[src/rtl/pc_pkg.sv]
// Shared definitions for the program-counter sequencer.
// Contents:
//   redirect_kind_t - kind of a resolved control-flow redirect
//   DEFAULT_XLEN    - default address width
//   INSTR_BYTES     - sequential fetch stride in bytes
package pc_pkg;

    typedef enum logic [1:0] {
        JUMP = 2'd0,
        CALL = 2'd1,
        RET  = 2'd2,
        RSVD = 2'd3
    } redirect_kind_t;

    localparam int unsigned DEFAULT_XLEN = 32;
    localparam int unsigned INSTR_BYTES  = 4;

endpackage

[src/rtl/return_stack.sv]
// Return-address stack used to predict return targets.
// Circular buffer: pushing when full overwrites the oldest entry, and popping
// when empty does nothing.
// Ports:
//   clk_i        - clock
//   reset_i      - asynchronous active-high reset (clears pointer and count)
//   push_i       - push push_data_i
//   pop_i        - pop top entry (ignored while push_i is high)
//   push_data_i  - return address to push
//   top_o        - entry below the pointer, 0 when empty
//   valid_o      - stack non-empty
module return_stack #(
    parameter int unsigned XLEN      = 32,
    parameter int unsigned RAS_DEPTH = 4
) (
    input  logic            clk_i,
    input  logic            reset_i,
    input  logic            push_i,
    input  logic            pop_i,
    input  logic [XLEN-1:0] push_data_i,
    output logic [XLEN-1:0] top_o,
    output logic            valid_o
);

    localparam int unsigned PtrW = $clog2(RAS_DEPTH);
    localparam int unsigned CntW = $clog2(RAS_DEPTH + 1);

    logic [XLEN-1:0] mem_q [RAS_DEPTH];
    logic [PtrW-1:0] ptr_q, ptr_d;
    logic [CntW-1:0] cnt_q, cnt_d;
    logic [PtrW-1:0] top_idx;

    always_comb begin
        ptr_d = ptr_q;
        cnt_d = cnt_q;
        if (push_i) begin
            ptr_d = ptr_q + PtrW'(1);
            if (cnt_q != CntW'(RAS_DEPTH)) begin
                cnt_d = cnt_q + CntW'(1);
            end
        end else if (pop_i && (cnt_q != '0)) begin
            ptr_d = ptr_q - PtrW'(1);
            cnt_d = cnt_q - CntW'(1);
        end
    end

    always_ff @(posedge clk_i or posedge reset_i) begin
        if (reset_i) begin
            ptr_q <= '0;
            cnt_q <= '0;
        end else begin
            ptr_q <= ptr_d;
            cnt_q <= cnt_d;
        end
    end

    // Storage is never cleared; an empty stack masks it through valid_o.
    always_ff @(posedge clk_i) begin
        if (push_i) begin
            mem_q[ptr_q] <= push_data_i;
        end
    end

    // Depth is a power of two, so the pointer wraps naturally.
    assign top_idx = ptr_q - PtrW'(1);
    assign valid_o = (cnt_q != '0);
    assign top_o   = valid_o ? mem_q[top_idx] : '0;

endmodule

[src/rtl/pc_sequencer.sv]
// Program-counter sequencer at the head of fetch.
// Selects the next fetch address from trap entry, trap return, misaligned
// redirect (taken as a trap), resolved redirect, stall, or sequential pc + 4.
// Keeps the exception PC, a sticky misaligned flag and a return-address stack.
// Ports:
//   clk_i, reset_i     - clock, asynchronous active-high reset
//   stall_i            - hold pc this cycle
//   redirect_valid_i   - resolved control-flow change
//   redirect_kind_i    - JUMP / CALL / RET / RSVD (RSVD behaves as JUMP)
//   redirect_target_i  - resolved target address
//   trap_valid_i       - exception/interrupt entry
//   trap_return_i      - return from trap handler
//   pc_o, pc_plus4_o   - fetch address and its successor
//   epc_o              - saved exception PC
//   misaligned_o       - last trap was a misaligned redirect
//   ras_top_o          - predicted return target
//   ras_valid_o        - return stack non-empty
module pc_sequencer
    import pc_pkg::*;
#(
    parameter int unsigned   XLEN         = DEFAULT_XLEN,
    parameter logic [XLEN-1:0] RESET_VECTOR = '0,
    parameter logic [XLEN-1:0] TRAP_VECTOR  = XLEN'(32'h0000_0100),
    parameter int unsigned   RAS_DEPTH    = 4
) (
    input  logic            clk_i,
    input  logic            reset_i,
    input  logic            stall_i,
    input  logic            redirect_valid_i,
    input  logic [1:0]      redirect_kind_i,
    input  logic [XLEN-1:0] redirect_target_i,
    input  logic            trap_valid_i,
    input  logic            trap_return_i,
    output logic [XLEN-1:0] pc_o,
    output logic [XLEN-1:0] pc_plus4_o,
    output logic [XLEN-1:0] epc_o,
    output logic            misaligned_o,
    output logic [XLEN-1:0] ras_top_o,
    output logic            ras_valid_o
);

    logic [XLEN-1:0] pc_q, pc_d;
    logic [XLEN-1:0] epc_q, epc_d;
    logic            mis_q, mis_d;
    logic            ras_push, ras_pop;
    logic [XLEN-1:0] pc_plus4;

    assign pc_plus4 = pc_q + XLEN'(INSTR_BYTES);

    always_comb begin
        pc_d     = pc_q;
        epc_d    = epc_q;
        mis_d    = mis_q;
        ras_push = 1'b0;
        ras_pop  = 1'b0;
        if (trap_valid_i) begin
            pc_d  = TRAP_VECTOR;
            epc_d = pc_q;
            mis_d = 1'b0;
        end else if (trap_return_i) begin
            pc_d = epc_q;
        end else if (redirect_valid_i && (redirect_target_i[1:0] != 2'b00)) begin
            // Misaligned target: enter the trap handler instead of fetching it.
            pc_d  = TRAP_VECTOR;
            epc_d = pc_q;
            mis_d = 1'b1;
        end else if (redirect_valid_i) begin
            pc_d     = redirect_target_i;
            ras_push = (redirect_kind_i == CALL);
            ras_pop  = (redirect_kind_i == RET);
        end else if (!stall_i) begin
            pc_d = pc_plus4;
        end
    end

    always_ff @(posedge clk_i or posedge reset_i) begin
        if (reset_i) begin
            pc_q  <= RESET_VECTOR;
            epc_q <= '0;
            mis_q <= 1'b0;
        end else begin
            pc_q  <= pc_d;
            epc_q <= epc_d;
            mis_q <= mis_d;
        end
    end

    return_stack #(
        .XLEN      (XLEN),
        .RAS_DEPTH (RAS_DEPTH)
    ) u_ras (
        .clk_i       (clk_i),
        .reset_i     (reset_i),
        .push_i      (ras_push),
        .pop_i       (ras_pop),
        .push_data_i (pc_plus4),
        .top_o       (ras_top_o),
        .valid_o     (ras_valid_o)
    );

    assign pc_o         = pc_q;
    assign pc_plus4_o   = pc_plus4;
    assign epc_o        = epc_q;
    assign misaligned_o = mis_q;

endmodule

[config.mk]
export PLATFORM = sky130hd
export DESIGN_NAME = pc_sequencer
export DESIGN_NICKNAME = d
export VERILOG_FILES = /design/src/rtl/pc_pkg.sv /design/src/rtl/return_stack.sv /design/src/rtl/pc_sequencer.sv
export SDC_FILE = /design/constraint.sdc
export NUM_CORES = 1
export LEC_CHECK = 0
export CORE_MARGIN = 1
export CORE_UTILIZATION = 50
export CTS_CLUSTER_SIZE = 30
export DETAILED_ROUTE_END_ITERATION = 10
export HOLD_SLACK_MARGIN = 0.05
export PLACE_DENSITY_LB_ADDON = 0.15
export SETUP_SLACK_MARGIN = 0.05
export SYNTH_ARGS = -nofsm -noshare
export SYNTH_HDL_FRONTEND = slang
export SYNTH_SLANG_ARGS = --single-unit
[constraint.sdc]
create_clock -name clk_i -period 5.8 [get_ports clk_i]
set_input_delay 0.58 -clock clk_i [delete_from_list [all_inputs] [get_ports clk_i]]
set_output_delay 0.58 -clock clk_i [all_outputs]
set_load 0.01 [all_outputs]
==> reports/metrics.cfg <==
[logic_synthesis]
synth_most_common_cell=edfxtp_1
synth.top_cells.by_count=edfxtp_1 (128), dfrtp_1 (70), and2_1 (41)
async_flop_share_pct=35.4
yosys-top-cells-area=edfxtp_1 (42%), dfrtp_1 (19%), mux4_2 (7.8%), mux2_2 (3.4%), and2_1 (2.8%)
yosys.area.top_type_share_pct=41.8
synthFlopType=edfxtp_1
yosysWarnings=0
synthDistinctLibCells=63
syn-num-nets=721
yosysTopAreaCell=edfxtp_1
syn_avg_cell_area_um2=13.6
synth_edf_count=128
synthCells=674
yosys_register_bits=198
synth-seq-area-share_pct=60.9
syn-cell-area_mm2=0.00919

[setup_path]
path_cells=ha_1, nand2_1, nor3_1, nand3_1, xnor2_1, clkdlybuf4s50_1
timing.rr.start=pc_o[3]$_DFFE_PP0P_
crit_end=pc_plus4_o[22]
r2r_end=u_ras.mem_q[1][26]$_DFFE_PP_
critPathMaxFanout=8
startpoint=pc_o[3]$_DFFE_PP0P_
crit_path_max_incr_delay_ns=0.65
cp.arrival_ns=3.43
worst_setup_path_end_kind=output port
slowest_stage=clkdlybuf4s50_1
crit_required_ns=5.22
path_class=flop to output port
r2r_cells=5
cp-start-kind=flop
ff2ff_setup_slack_ns=3.18

[global_routing]
grt_usage_pct=25.6
antenna_found_initial=0
grt_pass1_vias=6140
grt_max_degree=71
grt_overflow=0
grt_first_pass_wirelength_mm=35.1

[layout]
fillers=1333
fin_area_mm2=0.0116
antenna_cells=0
drive_above_1_share_pct=13.7
nets=872
syn_to_final_growth_pct=26.4

[clock_tree]
post_cts_buffers=0
cts_resized=0
postCtsHoldBufs=0
clkTransAtPathRegs_ns=0.07
insertion_delay_ns=0.43
cts_tree=done
cts_made_buffers=17
cts_root_buffer=clkbuf_16
htreeDepth=4
clk_path_buf_depth=2
cts_num_sinks=198

[floorplanning]
die_height_um=138
die_w_um=138
core_mm2=0.0180
num_rows=49
initial_core_util_pct=51.2
io_pins=170
dieArea_mm2=0.0189

[sta]
slew-limit-headroom_pct=27.3
tns_ns=0
layout_min_cycle_time_ns=4.01
worst_slew_pin_slew_ns=1.09
rsz0062_at_grt=false
slew_violations=0
fmax_mhz=249
finalSetupViolCount=0
final.setup_skew_ns=0.0107
hold_viol_final=0
post-route-period-util_pct=69.2

[run_status]
status=completed

[power_and_ir_drop]
leakage_nw=4.32
power_density_mw_per_mm2=340
irDropWorstVdd_mv=0.254

[place]
place_congestion=0.947
post_dp_cell_area_mm2=0.0111
detailed_place_hpwl_mm=15.9
port_buffers=169

[drt]
dr.first_iter.drc_count=473
viasPerCell=5.94
dr_total_vias=6335
drc_errors=0
detail-route-antenna-nets=0
wire_per_inst_um=21.6
routed_wl_mm=23.0
first_pass_iters=5

[job]
cap_violations=0

[worst_hold_path]
worst_hold_path_type=flop to flop

==> power breakdown <==
group          leakage [nW]  switching [W]  internal, W
sequential             2.15      0.0000510      0.00154
clock                 0.276       0.000536     0.000604
combinational          1.89       0.000536     0.000686
==> cell type report <==
cell class	instances	area, µm²	area share (%)
repair buffers	182	1790	15.4
flip-flops and latches	198	5600	48.1
multi-input cells	414	3340	28.7
clock inverters	14	139	1.19
clock buffers	18	429	3.69
inverters	12	45.0	0.388
well taps	229	287	2.47
==> per-stage QoR <==
stage	total power (W)	hold slack [ns]	instances	setup WS, ns	util [%]
6_report	0.00395	0.531	1067	1.79	64.7
4_1_cts	0.00399	0.533	1067	1.81	64.7
3_5_place_dp	0.00286	0.513	1035	2.04	61.5
2_1_floorplan	0.00233	0.501	674	2.71	-
5_1_grt	0.00412	0.558	1067	1.59	64.7
3_3_place_gp	0.00284	0.491	1035	2.14	61.5
==> cells in the final DEF, fill, tap and decap left out, types with 3 or more instances in the layout <==
cell type,netlist,routed
nand4_1,11,11
nor3_1,15,15
a21o_1,3,3
and2_1,41,41
xor2_1,4,4
clkdlybuf4s50_1,0,169
o31ai_1,5,5
ha_1,6,6
nand2b_1,7,7
mux2i_1,10,10
mux4_2,32,32
o21ai_0,27,27
a21oi_1,27,27
nand3_1,20,20
and4_1,6,6
or3_1,3,3
a211oi_1,3,3
dfrtp_1,70,69
nor4_1,6,6
inv_8,0,4
mux2_2,28,28
buf_4,2,13
a22o_1,3,3
or2_2,3,3
nor2b_1,13,13
and3_1,10,10
xnor2_1,24,24
inv_1,12,11
a22oi_1,14,14
nor2_1,21,21
clkbuf_16,0,17
edfxtp_1,128,128
nor3b_1,5,5
nand2_1,29,29
==> critical path, delay by kind of cell (launching register included) <==
kind / cells / cell delay, ns
flops: 1 / 0.50
xor+xnor: 1 / 0.53
fa+ha+maj: 1 / 0.30
buf+inv: 1 / 0.65
simple gates: 3 / 1.03
==> state kept, by name, indices dropped and copies added (netlist names) <==
register,count
misaligned_o,1
u_ras.cnt_q,3
u_ras.mem_q,128
pc_o,32
u_ras.ptr_q,2
epc_o,32
==> routing by layer <==
metal	GRT usage [%]	share of wire (%)	wire (µm)
met3	4.38	5.8	1340
met2	39.6	49	11200
met1	35.8	43	9790
met5	0	0	0
met4	11.1	3.0	680
==> how the worst min path moves through the flow <==
stage / startpoint / endpoint / slack, ns / cells after the start
5_1_grt: epc_o[18]$_DFFE_PP0P_ / epc_o[18]$_DFFE_PP0P_ / 0.56 / 1
3_5_place_dp: epc_o[18]$_DFFE_PP0P_ / pc_o[18]$_DFFE_PP0P_ / 0.51 / 2
4_1_cts: epc_o[18]$_DFFE_PP0P_ / pc_o[18]$_DFFE_PP0P_ / 0.53 / 2
6_report: epc_o[18]$_DFFE_PP0P_ / pc_o[18]$_DFFE_PP0P_ / 0.53 / 2
2_1_floorplan: u_ras.ptr_q[1]$_DFFE_PP0P_ / u_ras.ptr_q[1]$_DFFE_PP0P_ / 0.50 / 1
3_3_place_gp: misaligned_o$_DFFE_PP0P_ / misaligned_o$_DFFE_PP0P_ / 0.49 / 2
==> logic make-up (layout without fill, tap and decap cells) <==
group | after synthesis | in the layout | synth area share, %
AO/OA/AOI/OAI | 106 | 106 | 7.46
XOR/XNOR | 28 | 28 | 2.67
adder cells (fa/ha/maj) | 7 | 7 | 1.03
buffers and inverters | 62 | 226 | 2.89
flip-flops | 198 | 198 | 60.9
multiplexers | 70 | 70 | 12.4
AND/OR/NAND/NOR | 203 | 203 | 12.7
Note: power is estimated with default switching activity, not from simulation.
==> edit 1 (same flow settings) <==
`RAS_DEPTH` is set to 4 in 2 places; all go to 8.
--- a/src/rtl/return_stack.sv
+++ b/src/rtl/return_stack.sv
@@ -11,7 +11,7 @@
 //   valid_o      - stack non-empty
 module return_stack #(
     parameter int unsigned XLEN      = 32,
-    parameter int unsigned RAS_DEPTH = 4
+    parameter int unsigned RAS_DEPTH = 8
 ) (
     input  logic            clk_i,
     input  logic            reset_i,
--- a/src/rtl/pc_sequencer.sv
+++ b/src/rtl/pc_sequencer.sv
@@ -21,7 +21,7 @@
     parameter int unsigned   XLEN         = DEFAULT_XLEN,
     parameter logic [XLEN-1:0] RESET_VECTOR = '0,
     parameter logic [XLEN-1:0] TRAP_VECTOR  = XLEN'(32'h0000_0100),
-    parameter int unsigned   RAS_DEPTH    = 4
+    parameter int unsigned   RAS_DEPTH    = 8
 ) (
     input  logic            clk_i,
     input  logic            reset_i,
Function: same outputs for any inputs over 4 cycles, from zero or initial values and one cycle with reset_i high; that may be too few to reach the edited logic, so the function may still have changed.
==> edit 1 against the unedited design <==
  * Final area grew 50%
  * Sequential cell count is 130 higher
  * Setup slack worse by 0.42 ns
  * Synthesized area increased by 55%
  * Clock skew is 0.0015 ns higher
  * Total power is 62% higher
  * Routed wire length is 50% higher
  * First-iteration DRC count grew 53%
  * Critical endpoint is now ras_top_o[29]
  * Largest cell class unchanged
  * Highest routed layer unchanged
==> edit 1: results (changes against the unedited design) <==
| Metric | Value |
|---|---|
| Clk_skew | 0.0122 ns (was 0.0107 ns) |
| Hold WS | 0.518 ns (was 0.531 ns) |
| Cell variety after synth | 73 (was 63) |
| CP arrival | 3.85 ns (was 3.43 ns) |
| Reg2reg setup slack | 2.41 ns (was 3.18 ns) |
| Synthesized Nets | 951 (was 721) |
| Clk buf depth | 3 (was 2) |
| Hold depth | 1 (was 2) |
| Most flop-heavy register | u_ras.mem_q (unchanged) |
| Post-CTS setup buffers | 0 (unchanged) |
| Post-synth EDFFs | 256 (was 128) |
| Synth async-reset ratio | 0.220 (was 0.354) |
| CTS Buf Count | 34 (was 17) |
| Routed Antenna Nets | 0 (unchanged) |
| Ys Warns | 0 (unchanged) |
| Layout cell share with drive strength beyond 1 | 0.171 (was 0.137) |
| Max reg flops | 256 (was 128) |
| Clock latency on the worst-skew pair | 0.51 ns (was 0.43 ns) |
| Largest delay share family, worst path | buffers and inverters (was simple AND/OR/NAND/NOR gates) |
| Critical Path Fanout Max | 27 (was 8) |
| Setup tns final | 0 ns (unchanged) |
| Sequential share of the synthesized area | 0.667 (was 0.609) |
| CP max stage delay | 0.84 ns (was 0.65 ns) |
| Leak Pwr | 6.31 nW (was 4.32 nW) |
| Post_cts resized | 0 (unchanged) |
| Detail Placement HPWL | 22.4 mm (was 15.9 mm) |
| Largest net degree at the start of global routing | 49 (was 71) |
| First-pass GRT wire length | 52.8 mm (was 35.1 mm) |
| Number of global-route vias before repair | 8878 (was 6140) |
| R2R cell count | 4 (was 5) |
| Nets | 1132 (was 872) |
| I/O Buffers | 169 (unchanged) |
| Final RePlAce weighted congestion | 0.854 (was 0.947) |
| Worst slew pin tran | 1.19 ns (was 1.09 ns) |
| CP max stage cell | ha_2 (was clkdlybuf4s50_1) |
| Iteration-0 DRC count of the detailed router | 726 (was 473) |
| Min-delay worst type | reg2reg (unchanged) |
| Commonest cells post-synth | 256 x edfxtp_1, 95 x nand2_1, 72 x dfrtp_1 (was 128 x edfxtp_1, 70 x dfrtp_1, 41 x and2_1) |
| N_diodes | 0 (unchanged) |
| Via/cell ratio | 5.87 (was 5.94) |
| Status | complete, no violations (unchanged) |
| Clock root cell | clkbuf_16 (unchanged) |
| Clock-pin slew on the worst setup and hold paths | 0.06 ns |
| H-tree Lvls | 2 (was 4) |
| WL/cell | 23.3 um (was 21.6 um) |
| GRT Overall Usage | 0.246 (was 0.256) |
| DRT Pass-1 Iters | 7 (was 5) |
| Initial antenna violation count | 0 (unchanged) |
| Worst vdd ir | 191 uV (was 254 uV) |
| Top post-synthesis cells by area | edfxtp_1 54%, dfrtp_1 13%, mux4_2 10% (was edfxtp_1 42%, dfrtp_1 19%, mux4_2 7.8%) |
-- edit 1: worst register-to-register path: stages, from the launching register on --
cell and delay, ns:
dfrtp_4 0.73, buf_4 0.82, nand2_1 0.29, nor3_2 0.85, buf_4 0.39
-- edit 1: through the flow --
step                setup slack (ns)  instance area, um2  cells
detailed placement              1.56               16400   1427
CTS                             1.26               17500   1480
floorplan                      0.845               14200    904
finish                          1.37               17500   1480
global route                    1.13               17500   1480
global placement                1.70               16400   1427
-- edit 1: report_power, final --
part           switching, W  internal (W)
sequential         0.000102       0.00257
combinational      0.000766      0.000843
clock              0.000855       0.00127
-- edit 1: final cells by class --
cell class                 count  area [um2]
clock buffer                  38         887
tap                          378         473
clock inverter                15         173
multi-input combinational    510        4490
inverter                      13        48.8
fill                        2058       10400
sequential                   328        9490
timing repair buffer         198        1900
-- edit 1: path summary, 6_finish.rpt --
path / from / end
setup reg to reg: u_ras.ptr_q[0] / u_ras.mem_q[3][1]
max in group asynchronous: reset_i / pc_o[24]
min in group asynchronous: reset_i / epc_o[2]
hold / removal: epc_o[19] / epc_o[19]
setup / recovery: u_ras.ptr_q[0] / ras_top_o[29]
hold reg to reg: epc_o[19] / epc_o[19]
-- edit 1: routing by layer --
layer  track usage  vias to the layer above  wire length [um]
li1              -                     3869                 -
met1         0.348                     4427             14700
met2         0.389                      348             16400
met3        0.0470                       49              2510
met4        0.0752                        0               790
met5             0                        -                 0
-- edit 1: logic make-up (layout without fill, tap and decap cells) --
| family | after synthesis | after routing | synth area share |
|---|---|---|---|
| AOI/OAI and AO/OA | 142 | 142 | 0.0649 |
| buffers and inverters | 66 | 264 | 0.0217 |
| DFF | 328 | 328 | 0.667 |
| xor gates and xnor gates | 34 | 34 | 0.0215 |
| muxes | 102 | 102 | 0.131 |
| and+or+nand+nor | 225 | 225 | 0.0868 |
| adders and majority gates | 7 | 7 | 0.00669 |
==> edit 2 (same flow settings) <==
Without the edit above. Add an input register stage for `redirect_target_i`, cleared by the reset; this delays it by one clock. The other inputs are not delayed to match.
--- a/src/rtl/pc_sequencer.sv
+++ b/src/rtl/pc_sequencer.sv
@@ -39,6 +39,16 @@
     output logic            ras_valid_o
 );
 
+    logic [XLEN-1:0] redirect_target_q;
+
+    always_ff @(posedge clk_i or posedge reset_i) begin
+        if (reset_i) begin
+            redirect_target_q <= '0;
+        end else begin
+            redirect_target_q <= redirect_target_i;
+        end
+    end
+
     logic [XLEN-1:0] pc_q, pc_d;
     logic [XLEN-1:0] epc_q, epc_d;
     logic            mis_q, mis_d;
@@ -59,13 +69,13 @@
             mis_d = 1'b0;
         end else if (trap_return_i) begin
             pc_d = epc_q;
-        end else if (redirect_valid_i && (redirect_target_i[1:0] != 2'b00)) begin
+        end else if (redirect_valid_i && (redirect_target_q[1:0] != 2'b00)) begin
             // Misaligned target: enter the trap handler instead of fetching it.
             pc_d  = TRAP_VECTOR;
             epc_d = pc_q;
             mis_d = 1'b1;
         end else if (redirect_valid_i) begin
-            pc_d     = redirect_target_i;
+            pc_d     = redirect_target_q;
             ras_push = (redirect_kind_i == CALL);
             ras_pop  = (redirect_kind_i == RET);
         end else if (!stall_i) begin
Behaviour: not the same (a bounded check fails within 4 cycles, from zero or initial values and one cycle with reset_i high).
==> edit 2 against the unedited design <==
  * Critical path depth down 1
  * Worst hold slack worse by 0.019 ns
  * Highest routed layer is now met5
  * Sequential power up 15%
  * Clock power up 26%
  * Global-route usage down 1.4 points
  * Routed wire length up 4.9%
  * Largest cell class unchanged
  * Cell count up 7.8%
  * Total power up 12%
  * Sequential cell count up 32
  * Synthesized area up 9.1%
  * Final area up 9.2%
  * First-iteration DRC count up 25%
  * Setup slack better by 0.055 ns
==> edit 2: results (changes against the unedited design) <==
| Metric | Value |
|---|---|
| Status | complete, no violations (unchanged) |
| Sequential share of the synthesized area | 0.638 (was 0.609) |
| Largest net degree at the start of global routing | 54 (was 71) |
| CP max stage delay | 0.72 ns (was 0.65 ns) |
| First-pass GRT wire length | 37.5 mm (was 35.1 mm) |
| Placed instance count | 1108 (was 1035) |
| CP arrival | 3.38 ns (was 3.43 ns) |
| Worst vdd ir | 203 uV (was 254 uV) |
| Critical Path Fanout Max | 12 (was 8) |
| Top post-synthesis cells by area | edfxtp_1 38%, dfrtp_1 25%, mux4_2 7.2% (was edfxtp_1 42%, dfrtp_1 19%, mux4_2 7.8%) |
| Initial antenna violation count | 1 (was 0) |
| H-tree Lvls | 1 (was 4) |
| Leak Pwr | 4.85 nW (was 4.32 nW) |
| Non-Filler Instances | 1150 (was 1067) |
| GRT Overall Usage | 0.242 (was 0.256) |
| Nets | 915 (was 872) |
| Number of global-route vias before repair | 6663 (was 6140) |
| Commonest cells post-synth | 128 x edfxtp_1, 102 x dfrtp_1, 37 x and2_1 (was 128 x edfxtp_1, 70 x dfrtp_1, 41 x and2_1) |
| Synth async-reset ratio | 0.443 (was 0.354) |
| Worst slew pin tran | 1.16 ns (was 1.09 ns) |
| WL final | 24.1 mm (was 23.0 mm) |
| Fill cells | 1454 (was 1333) |
| Final RePlAce weighted congestion | 0.858 (was 0.947) |
| Synthesized Nets | 753 (was 721) |
| Cells after Synth | 706 (was 674) |
==> edit 2: report_power, final <==
part           total [W]  internal, W  switching, W  leakage [nW]
registers        0.00183      0.00177     0.0000528          2.53
logic            0.00116     0.000651      0.000506          1.95
clock network    0.00144     0.000840      0.000597         0.367
total            0.00442      0.00326       0.00116          4.85
==> edit 2: worst max-delay path, delay by kind of cell, from the launching register on <==
kind | cells | cell delay, ns
xor gates and xnor gates | 1 | 0.53
buffers and inverters | 1 | 0.64
DFF | 1 | 0.54
and+or+nand+nor | 3 | 1.17
==> edit 2: per-stage QoR <==
step           instance area (um2)  hold slack (ns)  setup slack [ns]
2_1_floorplan                10000            0.465              2.54
3_3_place_gp                 12000            0.484              2.27
3_5_place_dp                 12000            0.502              2.13
4_1_cts                      12700            0.498              1.86
5_1_grt                      12700            0.506              1.66
6_report                     12700            0.512              1.84
==> edit 2: logic make-up after synthesis <==
| logic type | synth area share |
|---|---|
| flops | 0.638 |
| simple gates | 0.117 |
| compound gates | 0.0736 |
| mux | 0.110 |
| buf+inv | 0.0267 |
| xor+xnor | 0.0253 |
| fa+ha+maj | 0.00948 |
==> edit 2: layout make-up <==
class,instances,share of cell area
sequential,230,0.504
multi-input combinational,414,0.266
timing repair buffer,182,0.141
clock buffer,33,0.0522
tap,265,0.0261
clock inverter,9,0.00591
inverter,17,0.00522
==> edit 2: path summary, 6_finish.rpt <==
kind	from	to	cells past startpoint
min in group asynchronous	reset_i	redirect_target_q[8]	2
worst max-delay path	pc_o[11]	pc_plus4_o[24]	5
max in group asynchronous	reset_i	epc_o[6]	3
worst min-delay path	redirect_target_i[23]	redirect_target_q[23]	1
worst min register to register	u_ras.cnt_q[2]	u_ras.cnt_q[2]	1
worst max register to register	pc_o[11]	u_ras.mem_q[1][24]	4
==> edit 2: per-layer routing <==
| metal | global-route usage | routed length [um] |
|---|---|---|
| met4 | 0.0694 | 442 |
| met3 | 0.0497 | 1900 |
| met1 | 0.342 | 10400 |
| met5 | 0 | 15 |
| met2 | 0.380 | 11400 |
